File: src/rtl/hazard_ctrl_pkg.sv
// Shared pipeline-control definitions: strobe levels, register address codes,
// FSM state encodings and the default MEM wait limit.
`timescale 1ns/1ps
package hazard_ctrl_pkg;

    localparam logic PAUSE_ENABLE = 1'b1;
    localparam logic FLUSH_ENABLE = 1'b1;

    localparam int REG_ADDR_BUS = 4;

    // Codes 0-7 are the general-purpose registers; these follow them.
    localparam logic [REG_ADDR_BUS-1:0] REG_SP = 4'd8;
    localparam logic [REG_ADDR_BUS-1:0] REG_IH = 4'd9;
    localparam logic [REG_ADDR_BUS-1:0] REG_RA = 4'd10;
    localparam logic [REG_ADDR_BUS-1:0] REG_T  = 4'd11;

    localparam int WAIT_MAX_DEFAULT = 15;

    typedef enum logic {
        RUN      = 1'b0,
        MEM_WAIT = 1'b1
    } state_t;

endpackage

File: src/rtl/hazard_detect.sv
// Combinational load-use detection and priority encoding of the pause/flush
// strobes: freeze, then jump, then load-use, then structural contention.
`timescale 1ns/1ps
module hazard_detect
    import hazard_ctrl_pkg::*;
(
    input  logic                    freeze,
    input  logic                    ex_jump_taken,
    input  logic                    mem_inst_conflict,
    input  logic [REG_ADDR_BUS-1:0] id_rs_a,
    input  logic                    id_rs_a_used,
    input  logic [REG_ADDR_BUS-1:0] id_rs_b,
    input  logic                    id_rs_b_used,
    input  logic [REG_ADDR_BUS-1:0] ie_wb_addr,
    input  logic                    ie_is_load,
    output logic                    pc_PAUSE,
    output logic                    ii_PAUSE,
    output logic                    ie_PAUSE,
    output logic                    em_PAUSE,
    output logic                    ii_FLUSH,
    output logic                    ie_FLUSH
);

    logic load_use;

    assign load_use = ie_is_load &
                      ((id_rs_a_used & (id_rs_a == ie_wb_addr)) |
                       (id_rs_b_used & (id_rs_b == ie_wb_addr)));

    always_comb begin
        pc_PAUSE = ~PAUSE_ENABLE;
        ii_PAUSE = ~PAUSE_ENABLE;
        ie_PAUSE = ~PAUSE_ENABLE;
        em_PAUSE = ~PAUSE_ENABLE;
        ii_FLUSH = ~FLUSH_ENABLE;
        ie_FLUSH = ~FLUSH_ENABLE;
        if (freeze) begin
            pc_PAUSE = PAUSE_ENABLE;
            ii_PAUSE = PAUSE_ENABLE;
            ie_PAUSE = PAUSE_ENABLE;
            em_PAUSE = PAUSE_ENABLE;
        end else if (ex_jump_taken) begin
            ii_FLUSH = FLUSH_ENABLE;
            ie_FLUSH = FLUSH_ENABLE;
        end else if (load_use) begin
            // IF/ID holds, so a fetch lost to a concurrent conflict is harmless
            pc_PAUSE = PAUSE_ENABLE;
            ii_PAUSE = PAUSE_ENABLE;
            ie_FLUSH = FLUSH_ENABLE;
        end else if (mem_inst_conflict) begin
            pc_PAUSE = PAUSE_ENABLE;
            ii_FLUSH = FLUSH_ENABLE;
        end
    end

endmodule

File: src/rtl/hazard_ctrl.sv
// Pipeline hazard controller: MEM wait FSM with timeout guard, sticky timeout
// flag and saturating stall counter around the combinational hazard_detect.
`timescale 1ns/1ps
module hazard_ctrl
    import hazard_ctrl_pkg::*;
#(
    parameter int WAIT_MAX = WAIT_MAX_DEFAULT,
    parameter int CNT_W    = 16
) (
    input  logic                    clk_50MHz,
    input  logic                    rst,
    input  logic [REG_ADDR_BUS-1:0] id_rs_a,
    input  logic                    id_rs_a_used,
    input  logic [REG_ADDR_BUS-1:0] id_rs_b,
    input  logic                    id_rs_b_used,
    input  logic [REG_ADDR_BUS-1:0] ie_wb_addr,
    input  logic                    ie_is_load,
    input  logic                    ex_jump_taken,
    input  logic                    mem_inst_conflict,
    input  logic                    mem_req,
    input  logic                    mem_ready,
    output logic                    pc_PAUSE,
    output logic                    ii_PAUSE,
    output logic                    ie_PAUSE,
    output logic                    em_PAUSE,
    output logic                    ii_FLUSH,
    output logic                    ie_FLUSH,
    output logic                    mem_timeout,
    output logic [CNT_W-1:0]        stall_cnt
);

    localparam logic [3:0] WAIT_LAST = 4'(WAIT_MAX - 1);

    state_t     state;
    state_t     next_state;
    logic [3:0] wait_cnt;
    logic       freeze;
    logic       timeout_exit;

    // A ready (or the forced timeout exit) in MEM_WAIT lets the pipeline advance
    // that same cycle, mirroring a same-cycle ready in RUN.
    always_comb begin
        next_state   = state;
        freeze       = 1'b0;
        timeout_exit = 1'b0;
        case (state)
            RUN: begin
                if (mem_req && !mem_ready) begin
                    next_state = MEM_WAIT;
                    freeze     = 1'b1;
                end
            end
            MEM_WAIT: begin
                if (mem_ready) begin
                    next_state = RUN;
                end else if (wait_cnt == WAIT_LAST) begin
                    next_state   = RUN;
                    timeout_exit = 1'b1;
                end else begin
                    freeze = 1'b1;
                end
            end
            default: next_state = RUN;
        endcase
    end

    always_ff @(posedge clk_50MHz or negedge rst) begin
        if (!rst) begin
            state    <= RUN;
            wait_cnt <= 4'd0;
        end else begin
            state    <= next_state;
            wait_cnt <= (state == MEM_WAIT) ? wait_cnt + 4'd1 : 4'd0;
        end
    end

    always_ff @(posedge clk_50MHz or negedge rst) begin
        if (!rst) begin
            mem_timeout <= 1'b0;
            stall_cnt   <= '0;
        end else begin
            if (timeout_exit) begin
                mem_timeout <= 1'b1;
            end
            if ((pc_PAUSE == PAUSE_ENABLE) && (stall_cnt != {CNT_W{1'b1}})) begin
                stall_cnt <= stall_cnt + 1'b1;
            end
        end
    end

    hazard_detect u_detect (
        .freeze            (freeze),
        .ex_jump_taken     (ex_jump_taken),
        .mem_inst_conflict (mem_inst_conflict),
        .id_rs_a           (id_rs_a),
        .id_rs_a_used      (id_rs_a_used),
        .id_rs_b           (id_rs_b),
        .id_rs_b_used      (id_rs_b_used),
        .ie_wb_addr        (ie_wb_addr),
        .ie_is_load        (ie_is_load),
        .pc_PAUSE          (pc_PAUSE),
        .ii_PAUSE          (ii_PAUSE),
        .ie_PAUSE          (ie_PAUSE),
        .em_PAUSE          (em_PAUSE),
        .ii_FLUSH          (ii_FLUSH),
        .ie_FLUSH          (ie_FLUSH)
    );

endmodule

File: config.mk
export PLATFORM = sky130hd
export DESIGN_NAME = hazard_ctrl
export DESIGN_NICKNAME = d
export VERILOG_FILES = /design/src/rtl/hazard_ctrl_pkg.sv /design/src/rtl/hazard_detect.sv /design/src/rtl/hazard_ctrl.sv
export SDC_FILE = /design/constraint.sdc
export NUM_CORES = 1
export LEC_CHECK = 0
export ABC_AREA = 1
export CORE_ASPECT_RATIO = 1.5
export CORE_MARGIN = 3
export CORE_UTILIZATION = 51
export CTS_CLUSTER_DIAMETER = 150
export DETAILED_ROUTE_END_ITERATION = 7
export GPL_TIMING_DRIVEN = 0
export PLACE_DENSITY = 0.85
export SLEW_MARGIN = 15
export SYNTH_ARGS = -nofsm -noshare
export SYNTH_HDL_FRONTEND = slang
export SYNTH_SLANG_ARGS = --single-unit
File: constraint.sdc
create_clock -name clk_50MHz -period 4.5 [get_ports clk_50MHz]
set_input_delay 0.675 -clock clk_50MHz [delete_from_list [all_inputs] [get_ports clk_50MHz]]
set_output_delay 0.675 -clock clk_50MHz [all_outputs]
set_load 0.01 [all_outputs]
# ---- After elaboration in Yosys (flattened, before gate mapping)
# Cells that the tools add are included.
dict set report totals {
  input_bits 21
  word_cells 39
  reg_bits 22
  out_inout_bits 23
}
dict set report op_classes {
  n_addsub 2
  n_eq_ne 4
  reduce_logical 3
  n_bitwise 5
  muxes 21
}
# op n
set op_table {}
lappend op_table {{1-bit two-way mux} 19}
lappend op_table {{16-bit by 1-bit adder with 16-bit output (second input constant)} 1}
lappend op_table {{16-bit != test (second input constant)} 1}
lappend op_table {{4-bit equality test} 2}
lappend op_table {{4-bit by 1-bit adder with 4-bit output (second input constant)} 1}
lappend op_table {{4-bit equality test (second input constant)} 1}
lappend op_table {{4-bit two-way mux} 1}
lappend op_table {{1-bit AND} 3}
lappend op_table {{1-bit logical AND} 2}
lappend op_table {{1-bit one-hot mux with 2 select lines} 1}
lappend op_table {{1-bit zero test} 1}
lappend op_table {{1-bit inverter} 1}
lappend op_table {{1-bit bitwise OR} 1}

# ---- Logic depth before layout (Yosys ltp)
# Gate-level depths: netlist (run 1).
dict set report depth {
  word_depth 8
  ltp_mapped 12
  depth_no_buf 11
}

# ---- By module
# Synthesis (run 1) repeated with hierarchy kept, for this count alone.
dict set report unflattened {
  hier_cells 222
  area_unflattened_um2 1486.4
}
# module seq_area_each_um2 cells_per_inst area_each_um2 n_inst
set by_module_without_submodules {}
lappend by_module_without_submodules {hazard_ctrl 550.5 176 1282.5 1}
lappend by_module_without_submodules {hazard_detect 0.0 46 203.9 1}

# ---- Worst setup path after synthesis (run 1)
# OpenSTA, ideal clock, no wires.
dict set report synth_path {
  path_type {in2out}
  startpoint {input port id_rs_a[3]}
  endpoint {output port pc_PAUSE}
  required_ns 3.825
  n_path_buf 1
  arrival_time_ns 1.401
  path_slack_ns 2.424
  stages 9
  cell_sequence {inv_1 > nand2_1 > nand2_1 > nor2_1 > nand3_1 > nand2_1 > nand3_2 > nand3_4 > buf_4}
}
dict set report synth_between {
  elab_chain_len 7
}
# element line
set synth_lines {}
lappend synth_lines {{from (decl)} hazard_ctrl.sv:12} ;# input logic [REG_ADDR_BUS-1:0] id_rs_a,
lappend synth_lines {{4-bit equality test} hazard_detect.sv:27} ;# ((id_rs_a_used & (id_rs_a == ie_wb_addr)) |
lappend synth_lines {{1-bit AND} hazard_detect.sv:27}
lappend synth_lines {{1-bit bitwise OR} hazard_detect.sv:27}
lappend synth_lines {{1-bit AND} hazard_detect.sv:26} ;# assign load_use = ie_is_load &
lappend synth_lines {{1-bit two-way mux} hazard_detect.sv:45} ;# end else if (load_use) begin
lappend synth_lines {{1-bit two-way mux} hazard_detect.sv:42} ;# end else if (ex_jump_taken) begin
lappend synth_lines {{1-bit two-way mux} hazard_detect.sv:37} ;# if (freeze) begin
lappend synth_lines {{to (decl)} hazard_ctrl.sv:22} ;# output logic pc_PAUSE,
# Every way passes these cells.

# ---- Worst setup path in the final report (run 1)
dict set report layout_path {
  startpoint {input port ie_wb_addr[0]}
  endpoint {output port pc_PAUSE}
}
dict set report layout_between {
  elab_chain_len 7
  word_cells_on_any_way 9
  classes_between {2 x eq/ne; 3 x mux; 4 x bitwise}
}
# element line
set layout_lines {}
lappend layout_lines {{from (decl)} hazard_ctrl.sv:16} ;# input logic [REG_ADDR_BUS-1:0] ie_wb_addr,
lappend layout_lines {{4-bit equality test (on tied branches)} {hazard_detect.sv:27, hazard_detect.sv:28}}
lappend layout_lines {{1-bit AND (on tied branches)} {hazard_detect.sv:27, hazard_detect.sv:28}}
lappend layout_lines {{1-bit bitwise OR (*)} hazard_detect.sv:27}
lappend layout_lines {{1-bit AND (*)} hazard_detect.sv:26}
lappend layout_lines {{1-bit two-way mux (*)} hazard_detect.sv:45}
lappend layout_lines {{1-bit two-way mux (*)} hazard_detect.sv:42}
lappend layout_lines {{1-bit two-way mux (*)} hazard_detect.sv:37}
# Mark *: on every way between the ends. The rest lies on a longest branch, timed or not.

==> results by group, run 1 <==
STA
  • Tcrit/Tclk final: 73.4%
  • Final hold vios: 0
  • Slew HR: 34.6%
  • RSZ-0062 raised after global routing: false
  • Worst-Margin Slew: between 0.9 and 1 ns
  • Min Tclk post-route: 3.30 ns
  • Final Skew: 0.00442 ns
  • Final slew viol count: 0
  • # setup viols final: 0
  • Final setup TNS: 0 ns
  • Maximum clock frequency: 0.303 GHz

Critical path
  • Critical path's top delay family: buffers and inverters
  • Crit-path cells: clkdlybuf4s50_1 > inv_1 > nand2_1 > nand2_1 > nor2_1 > nand3_1 > nand2_1 > nand3_2 > nand3_4 > buf_4 > clkdlybuf4s50_1
  • Critical path's most frequent cell: nand2_1
  • Arr. time, crit path: roughly 2.6 ns
  • Crit path capture type: primary output
  • CP Class: in -> out
  • WP data required: approximately 3.8 ns
  • Crit-path max FO: 10
  • Worst Setup Start Kind: input port
  • Largest stage delay, worst path: 0.55 ns
  • Buffers and inverters on the worst path: 4
  • CP max-delay cell: clkdlybuf4s50_1

Power
  • Total power: 571 µW
  • P_leak: 0.974 nW
  • Worst vdd rail ir drop: 0.000225 V
  • P per Cell Area: 281 nW/µm²

Clocking
  • Root Driver: clkbuf_8
  • Cts hold-fix bufs: 0
  • CTS buffer count: 3
  • Clk slew on worst S/H paths: ~0.08 ns
  • H-tree levels: 1
  • Clock buffer depth: 2
  • Clock sink count: 22
  • Post-CTS Repair Setup Buffers: 0
  • Worst-skew pair later-pin latency: 0.27 ns
  • Cts repair resizes: 0
  • CTS tree: yes

Global routing
  • Vias in the first global route: 1373
  • Largest net degree at the start of global routing: 23
  • Initial antenna violation count: 0
  • Global-route wire length before repair: 5500 µm
  • Gr usage total: 19.7%
  • GR Overflow Total: 0

Synthesis
  • Largest family of logic cells by synthesized area: simple AND/OR/NAND/NOR gates
  • YS warnings: 0
  • Netlist Area Pre-Place: 1500 µm²
  • Mean Syn Cell Area: 7.69 µm²
  • Synth Register Bits: 22
  • Synth Area in Simple Gates: 44.2%
  • Mapped Cells: 195
  • Mux share of post-synthesis cell area: 0%
  • Adder-Cell Fraction of Synth Area: ~2.5%
  • Register area share after synthesis: between 30% and 40%
  • Post-synth net total: between 200 and 250
  • Main synth FF type: dfrtp_1
  • FFs w/ async S/R, synth: 100%
  • Post-synth EDFFs: 0
  • Count of cell types in the netlist: 22
  • XOR/XNOR share of the synthesized area: 7.01%
  • Synth Area in Compound Gates: less than 1%

Floorplanning
  • I/O pins: 44
  • # rows: 23
  • Die Y: 72.4 µm
  • Die footprint: between 3000 and 4000 µm²
  • Chip Width: 50.3 µm
  • Initial Utilization: between 50% and 60%
  • Core ar.: 2730 µm²

Layout
  • Multi-input logic area: slightly above 800 µm²
  • Fin util: 74.3%
  • Register area: approximately 550 µm²
  • Layout Nets: 267
  • Number of diodes: 0
  • Fill cell count: approximately 210
  • Layout cell share with drive strength beyond 1: 14.9%
  • Most common cell after layout, fill and taps aside: nand2_1
  • Layout area overhead: 35.4%
  • Commonest cells after routing, fill and taps aside: 65 x nand2_1, 43 x clkdlybuf4s50_1, 22 x dfrtp_1

Route
  • Routed vias: ~1400
  • 1st-iter DRT viols: 17
  • WL per Instance: 11.1 µm
  • Antenna viol nets, final: 0
  • WL final: 3110 µm
  • DR DRC count: 0
  • Drt first pass iters: 4
  • Vias per cell: slightly below 5

Place
  • Number of port buffers: 43
  • Final Wtd Congestion: 0.861
  • Detailed Place HPWL: 2510 µm

Hold path
  • Worst Hold Class: reg -> reg

Status
  • Status: finished clean

Run
  • Max_cap viols: 0
report_power, final:
| part | switching [mW] | total, mW | internal (mW) |
|---|---|---|---|
| clock network | 0.0666 | 0.145 | 0.0782 |
| registers | 0.0319 | 0.251 | 0.219 |
| logic | 0.0799 | 0.175 | 0.0953 |
synth_stat cells, types with 2 or more instances:
| cell | count | area, µm² |
|---|---|---|
| nor2_2 | 4 | 25.0 |
| xor2_1 | 5 | 43.8 |
| nand4_1 | 2 | 12.5 |
| dfrtp_1 | 22 | 551 |
| inv_1 | 21 | 78.8 |
| nand2_1 | 65 | 244 |
| nand2_4 | 2 | 22.5 |
| buf_4 | 2 | 15.0 |
| nor2_1 | 21 | 78.8 |
| ha_1 | 3 | 37.5 |
| inv_2 | 3 | 11.3 |
| buf_6 | 2 | 22.5 |
| nand3_1 | 13 | 65.1 |
| nor2_4 | 2 | 22.5 |
| nand3_2 | 14 | 140 |
| nand3_4 | 2 | 35.0 |
| xnor2_1 | 7 | 61.3 |
metal layers:
metal	GRT usage [%]	up-vias	part of all wire, %
li1	-	695	-
met1	19.8	617	38
met2	36.8	43	55
met3	2.46	10	4.2
met4	13.2	0	3.4
met5	0	-	0
through the flow:
stage | std cells | hold slack, ns | setup WS, ns | area (µm²)
6_report | 279 | 0.482 | 1.20 | 2030
4_1_cts | 279 | 0.488 | 1.17 | 2030
5_1_grt | 279 | 0.506 | 1.05 | 2030
2_1_floorplan | 195 | 0.379 | 2.42 | 1500
3_3_place_gp | 275 | 0.463 | 1.18 | 1980
3_5_place_dp | 275 | 0.471 | 1.17 | 1980
worst paths after layout:
path                                           from                  endpoint  slack, ns  cells past startpoint
max                                   ie_wb_addr[0]                  pc_PAUSE       1.20                     11
min                           wait_cnt[0]$_DFF_PN0_     wait_cnt[0]$_DFF_PN0_       0.48                      1
max reg2reg                stall_cnt[0]$_DFFE_PN0P_  stall_cnt[1]$_DFFE_PN0P_       2.80                      9
min reg2reg                   wait_cnt[0]$_DFF_PN0_     wait_cnt[0]$_DFF_PN0_       0.48                      1
max in group asynchronous                       rst     wait_cnt[0]$_DFF_PN0_       2.96                      1
min in group asynchronous                       rst  stall_cnt[6]$_DFFE_PN0P_       0.95                      1
state kept, by name (all words and copies together), names as in the netlist:
register	flops
stall_cnt	16
wait_cnt	4
mem_timeout	1
state	1
cell families (layout without fill, tap and decap cells):
family / after synthesis / count (layout)
AO/OA/AOI/OAI: 2 / 2
XOR/XNOR: 12 / 12
adder cells (fa/ha/maj): 3 / 3
buffers and inverters: 29 / 76
flip-flops: 22 / 22
AND/OR/NAND/NOR: 127 / 127
layout make-up:
cell class | count | area share (%)
multi-input cells | 144 | 40.3
flip-flops and latches | 22 | 27.1
clock buffers | 4 | 2.71
inverters | 25 | 4.62
plain buffers | 4 | 1.85
repair buffers | 43 | 21.2
well taps | 37 | 2.28
No activity file was read; power rests on OpenSTA's default activity.
==> run 2, diff against run 1 <==
--- a/config.mk
+++ b/config.mk
@@ -8,11 +8,11 @@
 export ABC_AREA = 1
 export CORE_ASPECT_RATIO = 1.5
 export CORE_MARGIN = 3
-export CORE_UTILIZATION = 51
+export CORE_UTILIZATION = 47
 export CTS_CLUSTER_DIAMETER = 150
 export DETAILED_ROUTE_END_ITERATION = 7
 export GPL_TIMING_DRIVEN = 0
-export PLACE_DENSITY = 0.85
+export PLACE_DENSITY = 0.79
 export SLEW_MARGIN = 15
 export SYNTH_ARGS = -nofsm -noshare
 export SYNTH_HDL_FRONTEND = slang
==> constraint.sdc (replaced) <==
create_clock -name clk_50MHz -period 3.3 [get_ports clk_50MHz]
set_input_delay 0.495 -clock clk_50MHz [delete_from_list [all_inputs] [get_ports clk_50MHz]]
set_output_delay 0.495 -clock clk_50MHz [all_outputs]
set_load 0.01 [all_outputs]
==> results by group, run 2 (same netlist as run 1, synthesis figures left out) <==
Critical path
  • R2R depth: 9
  • Critical path's top delay family: buffers and inverters
  • Worst Setup SP: ie_wb_addr[0]
  • Crit-path cells: clkdlybuf4s50_1 > inv_1 > nand2_1 > nand2_1 > nor2_1 > nand3_1 > nand2_1 > nand3_2 > nand3_4 > buf_4 > clkdlybuf4s50_1
  • WP data required: ~2.8 ns
  • R2R Path End: stall_cnt[1]$_DFFE_PN0P_
  • Crit-path max FO: 10
  • Largest stage delay, worst path: 0.55 ns
  • Critical path's most frequent cell: nand2_1
  • Buffers and inverters on the worst path: 4
  • CP max-delay cell: clkdlybuf4s50_1
  • Worst r2r src: stall_cnt[0]$_DFFE_PN0P_
  • Crit path capture type: primary output
  • Arr. time, crit path: 2.41 ns
  • CP endpoint: pc_PAUSE
  • Worst R2R Setup Slack: 1.61 ns
  • Worst Setup Start Kind: input port
  • Critical path depth: 11
  • CP Class: in -> out

Layout
  • Number of diodes: 0
  • Fill cell count: 238
  • Commonest cells after routing, fill and taps aside: 65 x nand2_1, 43 x clkdlybuf4s50_1, 22 x dfrtp_1
  • Multi-input logic area: 818 µm²
  • Layout Nets: 267
  • Most common cell after layout, fill and taps aside: nand2_1
  • Layout cell share with drive strength beyond 1: about 15%
  • Largest Register: stall_cnt
  • Largest register FFs: 16
  • Post-layout instance count excluding filler cells: 281
  • Biggest regs: stall_cnt x16, wait_cnt x4
  • Layout area overhead: 36.7%
  • Register area: 551 µm²

Clocking
  • H-tree levels: 1
  • Cts repair resizes: 0
  • Worst-skew pair later-pin latency: around 0.27 ns
  • Root Driver: clkbuf_8
  • Post-CTS Repair Setup Buffers: 0
  • Cts hold-fix bufs: 0
  • CTS tree: yes
  • Clock sink count: 22
  • Clk slew on worst S/H paths: 0.08 ns
  • CTS buffer count: 3
  • Clock buffer depth: 2

STA
  • Final slew viol count: 0
  • Slew HR: 32.8%
  • Tcrit/Tclk final: 88.0%
  • Final hold vios: 0
  • Min Tclk post-route: approximately 2.9 ns
  • Final setup TNS: 0 ns
  • Maximum clock frequency: 0.344 GHz
  • RSZ-0062 raised after global routing: false
  • Final Skew: 0.00261 ns
  • # setup viols final: 0
  • Worst-Margin Slew: 1.00 ns

Place
  • Number of port buffers: 43
  • Detailed Place HPWL: roughly 2500 µm
  • Inst Count DP: 277
  • Final Wtd Congestion: roughly 0.81

Global routing
  • Gr usage total: 18.5%
  • GR Overflow Total: 0
  • Largest net degree at the start of global routing: 23
  • Global-route wire length before repair: ~5500 µm
  • GR Layer Usage met1: 18.8%
  • Initial antenna violation count: 0
  • Top Usage Layer GRT: met2
  • Vias in the first global route: 1293
  • Met3 Track Usage GR: around 2.8%
  • GR Util met2: 36.8%

Floorplanning
  • # rows: 24
  • Core ar.: 2970 µm²
  • Chip Width: around 52 µm
  • Initial Utilization: 50.5%
  • I/O pins: 44
  • Die footprint: about 3900 µm²
  • Die Y: around 75 µm

Power
  • Comb pwr share: 28.4%
  • P_leak: about 1 nW
  • Seq pwr share: roughly 41%
  • Clock network fraction of total power: 30.5%
  • Psw: 245 µW
  • P per Cell Area: between 400 and 500 nW/µm²
  • Sw frac: 29.3%
  • Worst vdd rail ir drop: around 0.00031 V
  • Cell-internal power: 591 µW

Route
  • Routed vias: 1351
  • DR DRC count: 0
  • Vias per cell: 4.81
  • WL final: between 3000 and 4000 µm
  • 1st-iter DRT viols: 24
  • Drt first pass iters: 4
  • WL per Instance: approximately 11 µm
  • Antenna viol nets, final: 0

Status
  • Status: finished clean

Hold path
  • Worst Hold Class: reg -> reg

Run
  • Max_cap viols: 0
[run 2: cell types whose count changed in the layout (fill, tap and decap cells not counted)]
cell       change
bufinv_16      +1
clkbuf_8       -1
[run 2: metal layers]
metal,wire length (µm),vias to the layer above
met5,0,-
met4,61,0
met3,135,6
met2,1770,36
met1,1190,616
li1,-,693
[run 2: metrics by stage]
step                util (%)  instance area [µm²]  power (mW)  setup slack (ns)  hold slack, ns
floorplan                  -                 1500       0.469              1.58           0.199
global placement        66.6                 1980       0.582             0.379           0.477
detailed placement      66.6                 1980       0.589             0.377           0.467
CTS                     69.0                 2050       0.847             0.371           0.492
global route            69.0                 2050       0.880             0.240           0.513
finish                  69.0                 2050       0.836             0.397           0.489
[run 2: cell type report]
class	count	area share, %
clock inverters	1	1.46
inverters	25	4.58
multi-input cells	144	39.9
plain buffers	4	1.83
flip-flops and latches	22	26.8
clock buffers	3	2.01
repair buffers	43	21.0
well taps	39	2.38
[run 2: power groups by stage]
stage	Combinational [mW]	Clock [mW]	Sequential (mW)
detailed placement	0.241	0	0.348
CTS	0.242	0.263	0.342
global placement	0.237	0	0.345
global route	0.264	0.269	0.348
finish	0.238	0.255	0.343
floorplan	0.115	0	0.354
[run 2: worst min-delay path by stage]
stage	startpoint	cells past startpoint	end	slack, ns
after floorplan	rst	0	mem_timeout$_DFFE_PN0P_	0.20
after global placement	mem_timeout$_DFFE_PN0P_	1	mem_timeout$_DFFE_PN0P_	0.48
after detailed placement	mem_timeout$_DFFE_PN0P_	1	mem_timeout$_DFFE_PN0P_	0.47
after global routing	wait_cnt[0]$_DFF_PN0_	1	wait_cnt[0]$_DFF_PN0_	0.51
final	mem_timeout$_DFFE_PN0P_	1	mem_timeout$_DFFE_PN0P_	0.49
after CTS	wait_cnt[0]$_DFF_PN0_	1	wait_cnt[0]$_DFF_PN0_	0.49
[run 2: worst reg2reg max path, delay by kind of cell (launching register included)]
kind / cells / cell delay (ns)
adders and majority gates: 1 / 0.23
buffers and inverters: 1 / 0.19
DFF: 1 / 0.44
and+or+nand+nor: 7 / 0.75
==> run 3, diff against run 2 <==
--- a/config.mk
+++ b/config.mk
@@ -8,11 +8,11 @@
 export ABC_AREA = 1
 export CORE_ASPECT_RATIO = 1.5
 export CORE_MARGIN = 3
-export CORE_UTILIZATION = 47
+export CORE_UTILIZATION = 43
 export CTS_CLUSTER_DIAMETER = 150
 export DETAILED_ROUTE_END_ITERATION = 7
 export GPL_TIMING_DRIVEN = 0
-export PLACE_DENSITY = 0.79
+export PLACE_DENSITY = 0.77
 export SLEW_MARGIN = 15
 export SYNTH_ARGS = -nofsm -noshare
 export SYNTH_HDL_FRONTEND = slang
==> constraint.sdc (replaced) <==
create_clock -name clk_50MHz -period 2.5 [get_ports clk_50MHz]
set_input_delay 0.375 -clock clk_50MHz [delete_from_list [all_inputs] [get_ports clk_50MHz]]
set_output_delay 0.375 -clock clk_50MHz [all_outputs]
set_load 0.01 [all_outputs]
==> results by group, run 3 (same netlist as run 1, synthesis figures left out) <==
Status
  • Status: finished clean

Clocking
  • H-tree levels: 1
  • CTS tree: yes
  • Clk slew on worst S/H paths: 0.08 ns
  • CTS buffer count: 3
  • Worst-skew pair later-pin latency: roughly 0.27 ns
  • Clock buffer depth: 2
  • Cts hold-fix bufs: 0
  • Clock sink count: 22
  • Root Driver: clkbuf_8

Critical path
  • Worst Setup SP: wait_cnt[0]$_DFF_PN0_
  • Worst R2R Setup Slack: 0.78 ns
  • CP max-delay cell: clkdlybuf4s50_1
  • Critical path's most frequent cell: inv_1
  • R2R Path End: stall_cnt[2]$_DFFE_PN0P_
  • Largest stage delay, worst path: 0.53 ns
  • Crit-path max FO: 4
  • WP data required: 2.12 ns
  • Worst Setup Start Kind: register
  • CP Class: reg -> out
  • Arr. time, crit path: 1.98 ns
  • Crit path capture type: primary output
  • Worst r2r src: stall_cnt[0]$_DFFE_PN0P_
  • R2R depth: 9
  • Crit-path cells: inv_1 > ha_1 > nand4_1 > nand2_1 > inv_1 > buf_4 > clkdlybuf4s50_1

Power
  • P per Cell Area: 539 nW/µm²
  • Worst vdd rail ir drop: 0.000338 V
  • Total power: ~1.1 mW
  • P_leak: 1.02 nW

Layout
  • Layout Nets: roughly 270
  • Number of diodes: 0
  • Fill cell count: a little under 300
  • Layout area overhead: 37.4%
  • Largest register FFs: 16
  • Layout cell share with drive strength beyond 1: 14.9%
  • Fin util: 63.3%
  • Biggest regs: stall_cnt x16, wait_cnt x4
  • Largest Register: stall_cnt
  • Commonest cells after routing, fill and taps aside: 65 x nand2_1, 38 x clkdlybuf4s50_1, 22 x dfrtp_1
  • Most common cell after layout, fill and taps aside: nand2_1

Route
  • WL final: 3300 µm
  • 1st-iter DRT viols: 23
  • Antenna viol nets, final: 0
  • WL per Instance: 11.7 µm
  • Routed vias: 1373
  • Drt first pass iters: 4
  • DR DRC count: 0
  • Vias per cell: 4.87

STA
  • RSZ-0062 raised after global routing: false
  • Hold WS: about 0.48 ns
  • Worst-Margin Slew: a little under 1 ns
  • # setup viols final: 0
  • Slew HR: 33.8%
  • Final hold vios: 0
  • Final slew viol count: 0
  • Min Tclk post-route: 2.35 ns
  • Tcrit/Tclk final: a little over nine tenths
  • Final WS setup: 0.147 ns
  • Final Skew: approximately 0.0014 ns
  • Maximum clock frequency: 0.425 GHz

Floorplanning
  • Initial Utilization: 46.1%
  • # rows: 25
  • I/O pins: 44
  • Chip Width: 54.2 µm
  • Die Y: 78.3 µm
  • Core ar.: 3250 µm²
  • Die footprint: approximately 4200 µm²

Place
  • Number of port buffers: 43
  • DP Worst Slack: -0.246 ns
  • Final Wtd Congestion: 0.826
  • Detailed Place HPWL: 2560 µm

Run
  • Max_cap viols: 0

Hold path
  • WHS Path Cells: 1
  • Hold Startpoint: mem_timeout$_DFFE_PN0P_
  • Worst Hold End: mem_timeout$_DFFE_PN0P_
  • Worst Hold Class: reg -> reg

Global routing
  • Global-route wire length before repair: 5830 µm
  • Vias in the first global route: 1411
  • Initial antenna violation count: 0
  • Largest net degree at the start of global routing: 23
  • GR Overflow Total: 0
  • Gr usage total: 18.1%
## run 3: how the worst max path moves through the flow
stage	endpoint	slack [ns]	depth (start not counted)
after detailed placement	pc_PAUSE	-0.25	11
after CTS	ie_FLUSH	0.01	10
final	ie_PAUSE	0.15	7
after floorplan	stall_cnt[0]$_DFFE_PN0P_	0.90	9
after global placement	pc_PAUSE	-0.24	11
after global routing	ie_PAUSE	0.02	7
## run 3: worst max-delay path: cells and delay by family (launching register included)
family / cells / cell delay, ns
flops: 1 / 0.40
fa+ha+maj: 1 / 0.19
simple gates: 2 / 0.24
buf+inv: 4 / 0.88
## run 3: area by class of cell
type	instances	area [µm²]	share of cell area [%]
clock inverter	1	30.0	1.46
sequential	22	551	26.7
clock buffer	3	41.3	2.00
inverter	25	93.8	4.55
buffer	3	30.0	1.46
multi-input combinational	144	818	39.7
timing repair buffer	44	447	21.7
tap	40	50.0	2.43
## run 3: routing by layer
| metal | GRT usage, % | share of wire (%) |
|---|---|---|
| met4 | 8.73 | 2.8 |
| met5 | 0 | 0 |
| met3 | 3.04 | 5.6 |
| met2 | 34.4 | 55 |
| met1 | 17.1 | 37 |
## run 3: timing repair
action,CTS,global route
endpoints found under the setup margin,2,3
cloned,0,0
setup buffers,1,0
pin swaps,0,0
hold endpoints to repair,0,0
gates resized for setup,1,4
## run 3: stage by stage
step                      TNS (ns)  cell area (µm²)  cells
after floorplan                  0             1500    195
after detailed placement    -0.254             1980    278
after CTS                        0             2050    282
final                            0             2060    282
after global placement      -0.236             1980    278
after global routing             0             2060    282
## run 3: where the power goes
group | internal, mW | switching [mW]
Sequential | 0.395 | 0.0597
Clock | 0.214 | 0.125
Combinational | 0.169 | 0.148
